<file path="config.mk">
export PLATFORM = sky130hd
export DESIGN_NAME = mips_avalon_bus_master
export DESIGN_NICKNAME = d
export VERILOG_FILES = /design/src/rtl/mips_avalon_bus_master.sv
export SDC_FILE = /design/constraint.sdc
export NUM_CORES = 1
export LEC_CHECK = 0
export CAP_MARGIN = 30
export CORE_MARGIN = 2
export CORE_UTILIZATION = 40
export DETAILED_ROUTE_END_ITERATION = 6
export GPL_ROUTABILITY_DRIVEN = 1
export PLACE_DENSITY_LB_ADDON = 0.25
export SLEW_MARGIN = 10
export SYNTH_ARGS = -nofsm -noshare
export SYNTH_HDL_FRONTEND = slang
export SYNTH_SLANG_ARGS = --single-unit
</file>
<file path="constraint.sdc">
create_clock -name clk -period 4.2 [get_ports clk]
set_input_delay 0.63 -clock clk [delete_from_list [all_inputs] [get_ports clk]]
set_output_delay 0.63 -clock clk [all_outputs]
set_load 0.05 [all_outputs]
</file>
<file path="src/rtl/mips_avalon_bus_master.sv">
// mips_avalon_bus_master: bridges single-outstanding MIPS load/store requests onto an Avalon-MM master port.
// Define MIPS_AVALON_TIMEOUT_EN to abort transfers stalled for TIMEOUT_CYCLES waitrequest cycles.
module mips_avalon_bus_master #(
  parameter int TIMEOUT_CYCLES = 256
) (
  input  logic        clk,
  input  logic        reset,
  input  logic        req_valid,
  output logic        req_ready,
  input  logic        req_write,
  input  logic [1:0]  req_size,
  input  logic [31:0] req_addr,
  input  logic [31:0] req_wdata,
  output logic        resp_valid,
  output logic [31:0] resp_rdata,
  output logic        resp_error,
  output logic [31:0] address,
  output logic        read,
  output logic        write,
  output logic [31:0] writedata,
  output logic [3:0]  byteenable,
  input  logic        waitrequest,
  input  logic [31:0] readdata
);
  typedef enum logic [1:0] {IDLE, BUSY, RESP} state_t;
  state_t state;
  logic [1:0] lane, size;
  logic bad;
  logic [3:0] be_c;
  logic [31:0] wd_c, shifted, rd_c;
  if (TIMEOUT_CYCLES < 1) begin : g_bad_timeout
    $error("TIMEOUT_CYCLES must be positive");
  end
`ifdef MIPS_AVALON_TIMEOUT_EN
  localparam int CW = $clog2(TIMEOUT_CYCLES + 1);
  logic [CW-1:0] cnt;
`endif
  assign req_ready = state == IDLE;
  always_comb begin
    bad = req_size == 2'b11 || (req_size == 2'b01 && req_addr[0]) || (req_size == 2'b10 && req_addr[1:0] != 2'b00);
    be_c = req_size == 2'b00 ? 4'b0001 << req_addr[1:0] : req_size == 2'b01 ? (req_addr[1] ? 4'b1100 : 4'b0011) : 4'b1111;
    wd_c = req_size == 2'b00 ? {4{req_wdata[7:0]}} : req_size == 2'b01 ? {2{req_wdata[15:0]}} : req_wdata;
    shifted = readdata >> {lane, 3'b000};
    rd_c = size == 2'b00 ? {24'h0, shifted[7:0]} : size == 2'b01 ? {16'h0, shifted[15:0]} : shifted;
  end
  always_ff @(posedge clk or posedge reset) begin
    if (reset) begin
      state <= IDLE;
      read <= 1'b0;
      write <= 1'b0;
      resp_valid <= 1'b0;
      resp_error <= 1'b0;
      resp_rdata <= '0;
      address <= '0;
      writedata <= '0;
      byteenable <= '0;
      lane <= '0;
      size <= '0;
`ifdef MIPS_AVALON_TIMEOUT_EN
      cnt <= '0;
`endif
    end else begin
      case (state)
        IDLE: if (req_valid) begin
          lane <= req_addr[1:0];
          size <= req_size;
          if (bad) begin
            state <= RESP;
            resp_valid <= 1'b1;
            resp_error <= 1'b1;
            resp_rdata <= '0;
          end else begin
            state <= BUSY;
            address <= {req_addr[31:2], 2'b00};
            read <= !req_write;
            write <= req_write;
            writedata <= wd_c;
            byteenable <= be_c;
`ifdef MIPS_AVALON_TIMEOUT_EN
            cnt <= '0;
`endif
          end
        end
        BUSY: if (!waitrequest) begin
          state <= RESP;
          read <= 1'b0;
          write <= 1'b0;
          resp_valid <= 1'b1;
          resp_error <= 1'b0;
          resp_rdata <= read ? rd_c : '0;
        end
`ifdef MIPS_AVALON_TIMEOUT_EN
        else if (cnt == CW'(TIMEOUT_CYCLES - 1)) begin
          state <= RESP;
          read <= 1'b0;
          write <= 1'b0;
          resp_valid <= 1'b1;
          resp_error <= 1'b1;
          resp_rdata <= '0;
        end else cnt <= cnt + 1'b1;
`endif
        RESP: begin
          state <= IDLE;
          resp_valid <= 1'b0;
          resp_error <= 1'b0;
          resp_rdata <= '0;
        end
        default: state <= IDLE;
      endcase
    end
  end
endmodule

</file>
==> impl_results.md, run 1 <==
- Status: complete, no violations
- Die H: about 120 um
- Hold depth: 2
- Critical-path top delay cell: or3b_2
- Count leader, synth: nand2_1
- Top cells by area, synth: dfrtp_1 53%, nand2_1 12%, mux2i_1 9.7%
- Die W: roughly 120 um
- NumNets Final: ~800
- Root buffer cell: clkbuf_16
- CORE AREA: around 13,000 um^2
- Post-synthesis adder-cell area fraction: 0.00973
- DRC violation count after routing: 0
- Final setup skew: ~0.0055 ns
- DR WL/cell: ~16 um
- Ys flop type: dfrtp_1
- Critical setup path kind: primary input to flop
- Ratio of cells with drive above 1 in the final layout: 0.0821
- Minimum clock period: roughly 2.7 ns
- Gpl congestion: between 0.8 and 0.9
- DIE AREA: 13,800 um^2
- Ys async rst share: 1.00
- Tcrit/Tclk final: 0.647
- Crit path DAT: 2.98 ns
- Post-CTS Hold Fix Bufs: 0
- Mux share of post-synthesis cell area: 0.167
- Worst Hold Launch: address[16]
- Reg2Reg Depth: 7
- Req. time, crit path: 4.46 ns
- Cell Area, Synth: 5140 um^2
- Largest family of logic cells by synthesized area: multiplexers
- Pleak: 3.58 nW
- Reg2reg end: resp_rdata[27]
- Clock latency on the worst-skew pair: between 0.3 and 0.4 ns
- DR pass1 iterations: 4
- R2R setup slack: 1.69 ns
- Worst-case vdd ir drop: ~430 uV
- Simple-Gate Fraction of Synth Area: 0.152
- Vias per cell: approximately 5.0
- Min-Delay Path Class: flop to flop
- Slew Limit Headroom: 0.350
- CTS tree: yes
- Startpoint Class: primary input
- Fmax: ~0.37 GHz
- Setup bufs post-CTS: 0
- Gate Count Post-Synth: ~520
- Placed cell count: between 800 and 900
- Buffers added on ports: approximately 210
- DR vias: between 4,000 and 5,000
- HPWL Detailed: approximately 11 mm
- Antenna viol nets, final: 0
- Row count: between 40 and 50
- Gr usage total: 0.216
- Worst path cell trace: clkdlybuf4s50_1 > a21oi_2 > o21ai_2 > or3b_2 > buf_4 > mux2i_1
- Quantity of gates resized following cts: 0
- Reg-to-Reg Start: state[1]
- Setup TNS Final: 0 ns
- Initial Util: 0.409
- Compound-Gate Fraction of Synth Area: 0.0998
- Layout Cells excl Fill: between 800 and 900
- Fin. Hold Viols: 0
- Clk sink count: approximately 110
- Global-route wire length before repair: approximately 24 mm
- Largest area contributor in the netlist: dfrtp_1
- Fin. max-slew vios: 0
- Area grow syn2layout: 50.2%
- RSZ-0062 raised after global routing: false
- Worst path max stage delay: 0.83 ns
- CP Capture Type: flop
- Io pins: between 200 and 250
- Post-Syn Area per Cell: 9.87 um^2
- Count of routing violations after the opening detailed-route iteration: 275
- H-tree depth: 3
- Synth Area in XOR/XNOR: 0
- Top-area cell type share of the netlist area: 0.526
- Worst-margin pin slew: 0.974 ns
- Yosys cell types: 35
- Post-synth EDFFs: 0
- Total length of routed wires: 14.7 mm
- Clk buf depth: 2
- Final setup viols: 0
- Post-synth top cells: 158 x nand2_1, 108 x dfrtp_1, 50 x mux2i_1, 34 x o21ai_0, 26 x nor2_1
- Initial antenna violation count: 1
- Synth warnings: 0
- #FFs+latches synth: approximately 110
- Largest net degree at the start of global routing: 76
- Hold Path Sink: address[16]
- Clock transition at path regs: ~0.07 ns
- Number of global-route vias before repair: 4,531
- Power per cell area: approximately 740 nW/um^2
- Crit-path max FO: 27
- Num CTS Buffers: 9
- Grt total ovfl: 0
- Max Cap Violations: 0
- Sequential area share after synthesis: 0.526
- Layout filler cell count: around 1,100
==> logic make-up (layout without fill, tap and decap cells) <==
| group | count (synthesis) | after routing |
|---|---|---|
| simple gates | 198 | 198 |
| flops | 108 | 108 |
| compound gates | 81 | 81 |
| mux | 75 | 75 |
| buf+inv | 54 | 251 |
| fa+ha+maj | 4 | 4 |
| other cells | 1 | 3 |
==> power by group <==
group / leakage, nW / internal [mW] / switching, mW
Clock: 0.162 / 0.557 / 0.386
Sequential: 1.39 / 1.41 / 0.217
Combinational: 2.03 / 1.10 / 2.05
Total: 3.58 / 3.06 / 2.65
==> sequential cells by signal, summed over array words and instances (netlist names) <==
register	cells
resp_valid	1
address	30
byteenable	4
resp_error	1
write	1
lane	2
writedata	32
state	2
read	1
resp_rdata	32
size	2
==> layer usage <==
| metal | GRT usage | vias up | share of wire |
|---|---|---|---|
| met3 | 0.0627 | 30 | 0.081 |
| met4 | 0.0919 | 0 | 0.031 |
| met5 | 0 | - | 0 |
| met1 | 0.274 | 2108 | 0.42 |
| li1 | - | 2113 | - |
| met2 | 0.345 | 200 | 0.47 |
==> critical path: cells and delay by family <==
| kind | cells | cell delay, ns |
|---|---|---|
| AOI/OAI and AO/OA | 2 | 0.44 |
| and+or+nand+nor | 1 | 0.83 |
| muxes | 1 | 0.22 |
| buffers and inverters | 2 | 0.83 |
==> area by class of cell <==
class                      count  area, um^2  share of cell area
inverter                      19        73.8             0.00956
clock inverter                 5        81.3              0.0105
clock buffer                  11         253              0.0327
multi-input combinational    360        2220               0.288
tap                          172         215              0.0279
sequential                   108        2700               0.350
antenna                        1        2.50            0.000324
timing repair buffer         216        2170               0.282
==> stage by stage <==
step | hold WS (ns) | area (um^2) | total power, mW | utilization | worst slack [ns]
finish | 0.478 | 7720 | 5.71 | 0.615 | 1.48
global route | 0.496 | 7720 | 6.00 | 0.615 | 1.38
CTS | 0.480 | 7670 | 5.73 | 0.610 | 1.48
detailed placement | 0.463 | 7330 | 4.76 | 0.583 | 1.12
global placement | 0.458 | 7330 | 4.72 | 0.583 | 1.22
floorplan | 0.472 | 5150 | 3.73 | - | 0.724
==> how the worst max path moves through the flow <==
stage | endpoint | startpoint | slack, ns | cells after the start
3_3_place_gp | resp_rdata[24] | req_addr[0] | 1.22 | 7
3_5_place_dp | resp_rdata[27] | req_addr[0] | 1.12 | 6
6_report | resp_rdata[27] | req_addr[0] | 1.48 | 6
4_1_cts | resp_rdata[26] | req_addr[0] | 1.48 | 6
2_1_floorplan | address[10] | reset | 0.72 | 1
5_1_grt | resp_rdata[27] | req_addr[0] | 1.38 | 7
==> layout by cell type (no fill, tap or decap), types with 2 or more instances in the layout <==
cell / n
buf_16: 2
buf_4: 9
nor2b_1: 9
clkdlybuf4s50_1: 205
a211oi_1: 16
conb_1: 2
mux2i_1: 50
clkbuf_8: 2
bufinv_16: 2
mux2_4: 20
nand2_1: 158
clkbuf_16: 9
a2bb2oi_1: 8
inv_1: 18
a21oi_1: 10
mux2_2: 5
ha_1: 4
o21ai_0: 34
o22ai_1: 3
nor2_1: 26
dfrtp_1: 108
Power figures use the tool's default switching activity.
==> run 2, diff against run 1 <==
Clock period 4.2 ns to 2.8 ns, I/O delays scaled along.
==> run 2 against run 1 <==
  * Global-route usage hardly changed
  * Critical path depth is 3 lower
  * Combinational power is 50% higher
  * Clock power is 46% higher
  * Largest power group unchanged
==> impl_results.md, run 2 (synthesized netlist as in run 1, its figures left out) <==
- Status: complete, no violations
- Initial Util: 0.409
- Req. time, crit path: ~2.4 ns
- Final setup skew: between 0.005 and 0.006 ns
- Slew Limit Headroom: 0.518
- Pleak: approximately 3.6 nW
- DR pass1 iterations: 4
- Critical setup path kind: flop to output port
- Fmax: around 0.4 GHz
- Design Power: about 8.5 mW
- Crit path DAT: roughly 2 ns
- Num CTS Buffers: 9
- RSZ-0062 raised after global routing: false
- Count of routing violations after the opening detailed-route iteration: approximately 370
- Clock transition at path regs: about 0.07 ns
- DR WL/cell: ~16 um
- Clk buf depth: 2
- Area grow syn2layout: 50.9%
- Initial antenna violation count: 0
- Clock latency on the worst-skew pair: about 0.34 ns
- Ant. Diodes: 0
- Io pins: around 210
- Gr usage total: 0.216
- HPWL Detailed: ~11 mm
- Crit-path max FO: 7
- DR vias: around 4,300
- Gpl congestion: between 0.8 and 0.9
- Tcrit/Tclk final: 0.882
- Most common cell after layout, fill and taps aside: clkdlybuf4s50_1
- Largest net degree at the start of global routing: 46
- Max Cap Violations: 0
- CTS tree: yes
- Global-route wire length before repair: ~24 mm
- Worst path cell trace: inv_1 > ha_1 > clkdlybuf4s50_1
- Min-Delay Path Class: primary input to asynchronous set/reset pin
- CP Capture Type: output port
- DIE AREA: 13,800 um^2
- H-tree depth: 3
- Root buffer cell: clkbuf_16
- Fin. Hold Viols: 0
- Final Util: 0.617
- Row count: 41
- Worst path max stage delay: 0.88 ns
- Buffers added on ports: 205
- Post-CTS Hold Fix Bufs: 0
- Most frequent cells in the layout: 205 x clkdlybuf4s50_1, 158 x nand2_1, 108 x dfrtp_1
- Critical-path top delay cell: clkdlybuf4s50_1
- Power per cell area: 1100 nW/um^2
- Final setup viols: 0
- Setup bufs post-CTS: 0
- Placed cell count: approximately 880
- Die H: approximately 120 um
- Setup TNS Final: 0 ns
- Total length of routed wires: 14.6 mm
- Ratio of cells with drive above 1 in the final layout: 0.0846
- Startpoint Class: flop
- Antenna viol nets, final: 0
- Minimum clock period: approximately 2.5 ns
- CORE AREA: between 10,000 and 15,000 um^2
- Die W: ~120 um
- NumNets Final: just over 800
- Fin. max-slew vios: 0
- Vias per cell: roughly 4.9
- DRC violation count after routing: 0
- Clk sink count: 108
- Worst-case vdd ir drop: around 800 uV
- Layout Cells excl Fill: 893
- Number of global-route vias before repair: around 4,500
- Grt total ovfl: 0
- Worst-margin pin slew: roughly 0.72 ns
- Largest registers: resp_rdata (32), writedata (32), address (30)
- Quantity of gates resized following cts: 0
[run 2: path summary, 6_finish.rpt]
| path | depth (start not counted) | end | slack [ns] | startpoint |
|---|---|---|---|---|
| max | 3 | req_ready | 0.33 | state[0] |
| min | 2 | writedata[29] | 0.43 | reset |
| max reg2reg | 7 | resp_rdata[0] | 0.58 | state[0] |
| min reg2reg | 2 | address[15] | 0.47 | address[15] |
| max in group asynchronous | 3 | address[17] | 1.73 | reset |
| min in group clk | 2 | address[15] | 0.47 | address[15] |
[run 2: where the power goes]
part / leakage [nW] / internal, mW / switching (mW) / total (mW)
combinational: 2.05 / 1.66 / 3.05 / 4.71
clock: 0.158 / 0.826 / 0.549 / 1.38
sequential: 1.39 / 2.11 / 0.340 / 2.45
total: 3.59 / 4.59 / 3.94 / 8.53
[run 2: critical path, delay by kind of cell (launching register included)]
family                     cells  cell delay [ns]
buffers and inverters          2             0.98
DFF                            1             0.43
adders and majority gates      1             0.31
[run 2: area by class of cell]
type,instances,area (um^2)
clock buffer,11,253
clock inverter,4,72.6
fill,1045,4810
inverter,19,75.1
multi-input combinational,360,2220
sequential,108,2700
tap,172,215
timing repair buffer,219,2220
[run 2: metal layers]
metal | up-vias | global-route usage | part of all wire
li1 | 2119 | - | -
met1 | 2048 | 0.265 | 0.41
met2 | 166 | 0.360 | 0.50
met3 | 12 | 0.0637 | 0.079
met4 | 0 | 0.0813 | 0.013
met5 | - | 0 | 0
[run 2: stage by stage]
step	hold slack [ns]	setup slack (ns)	cell area [um^2]
final	0.428	0.329	7760
after global routing	0.456	0.233	7760
after CTS	0.423	0.287	7760
after detailed placement	0.461	0.357	7430
after global placement	0.457	0.404	7430
after floorplan	0.472	0.580	5150
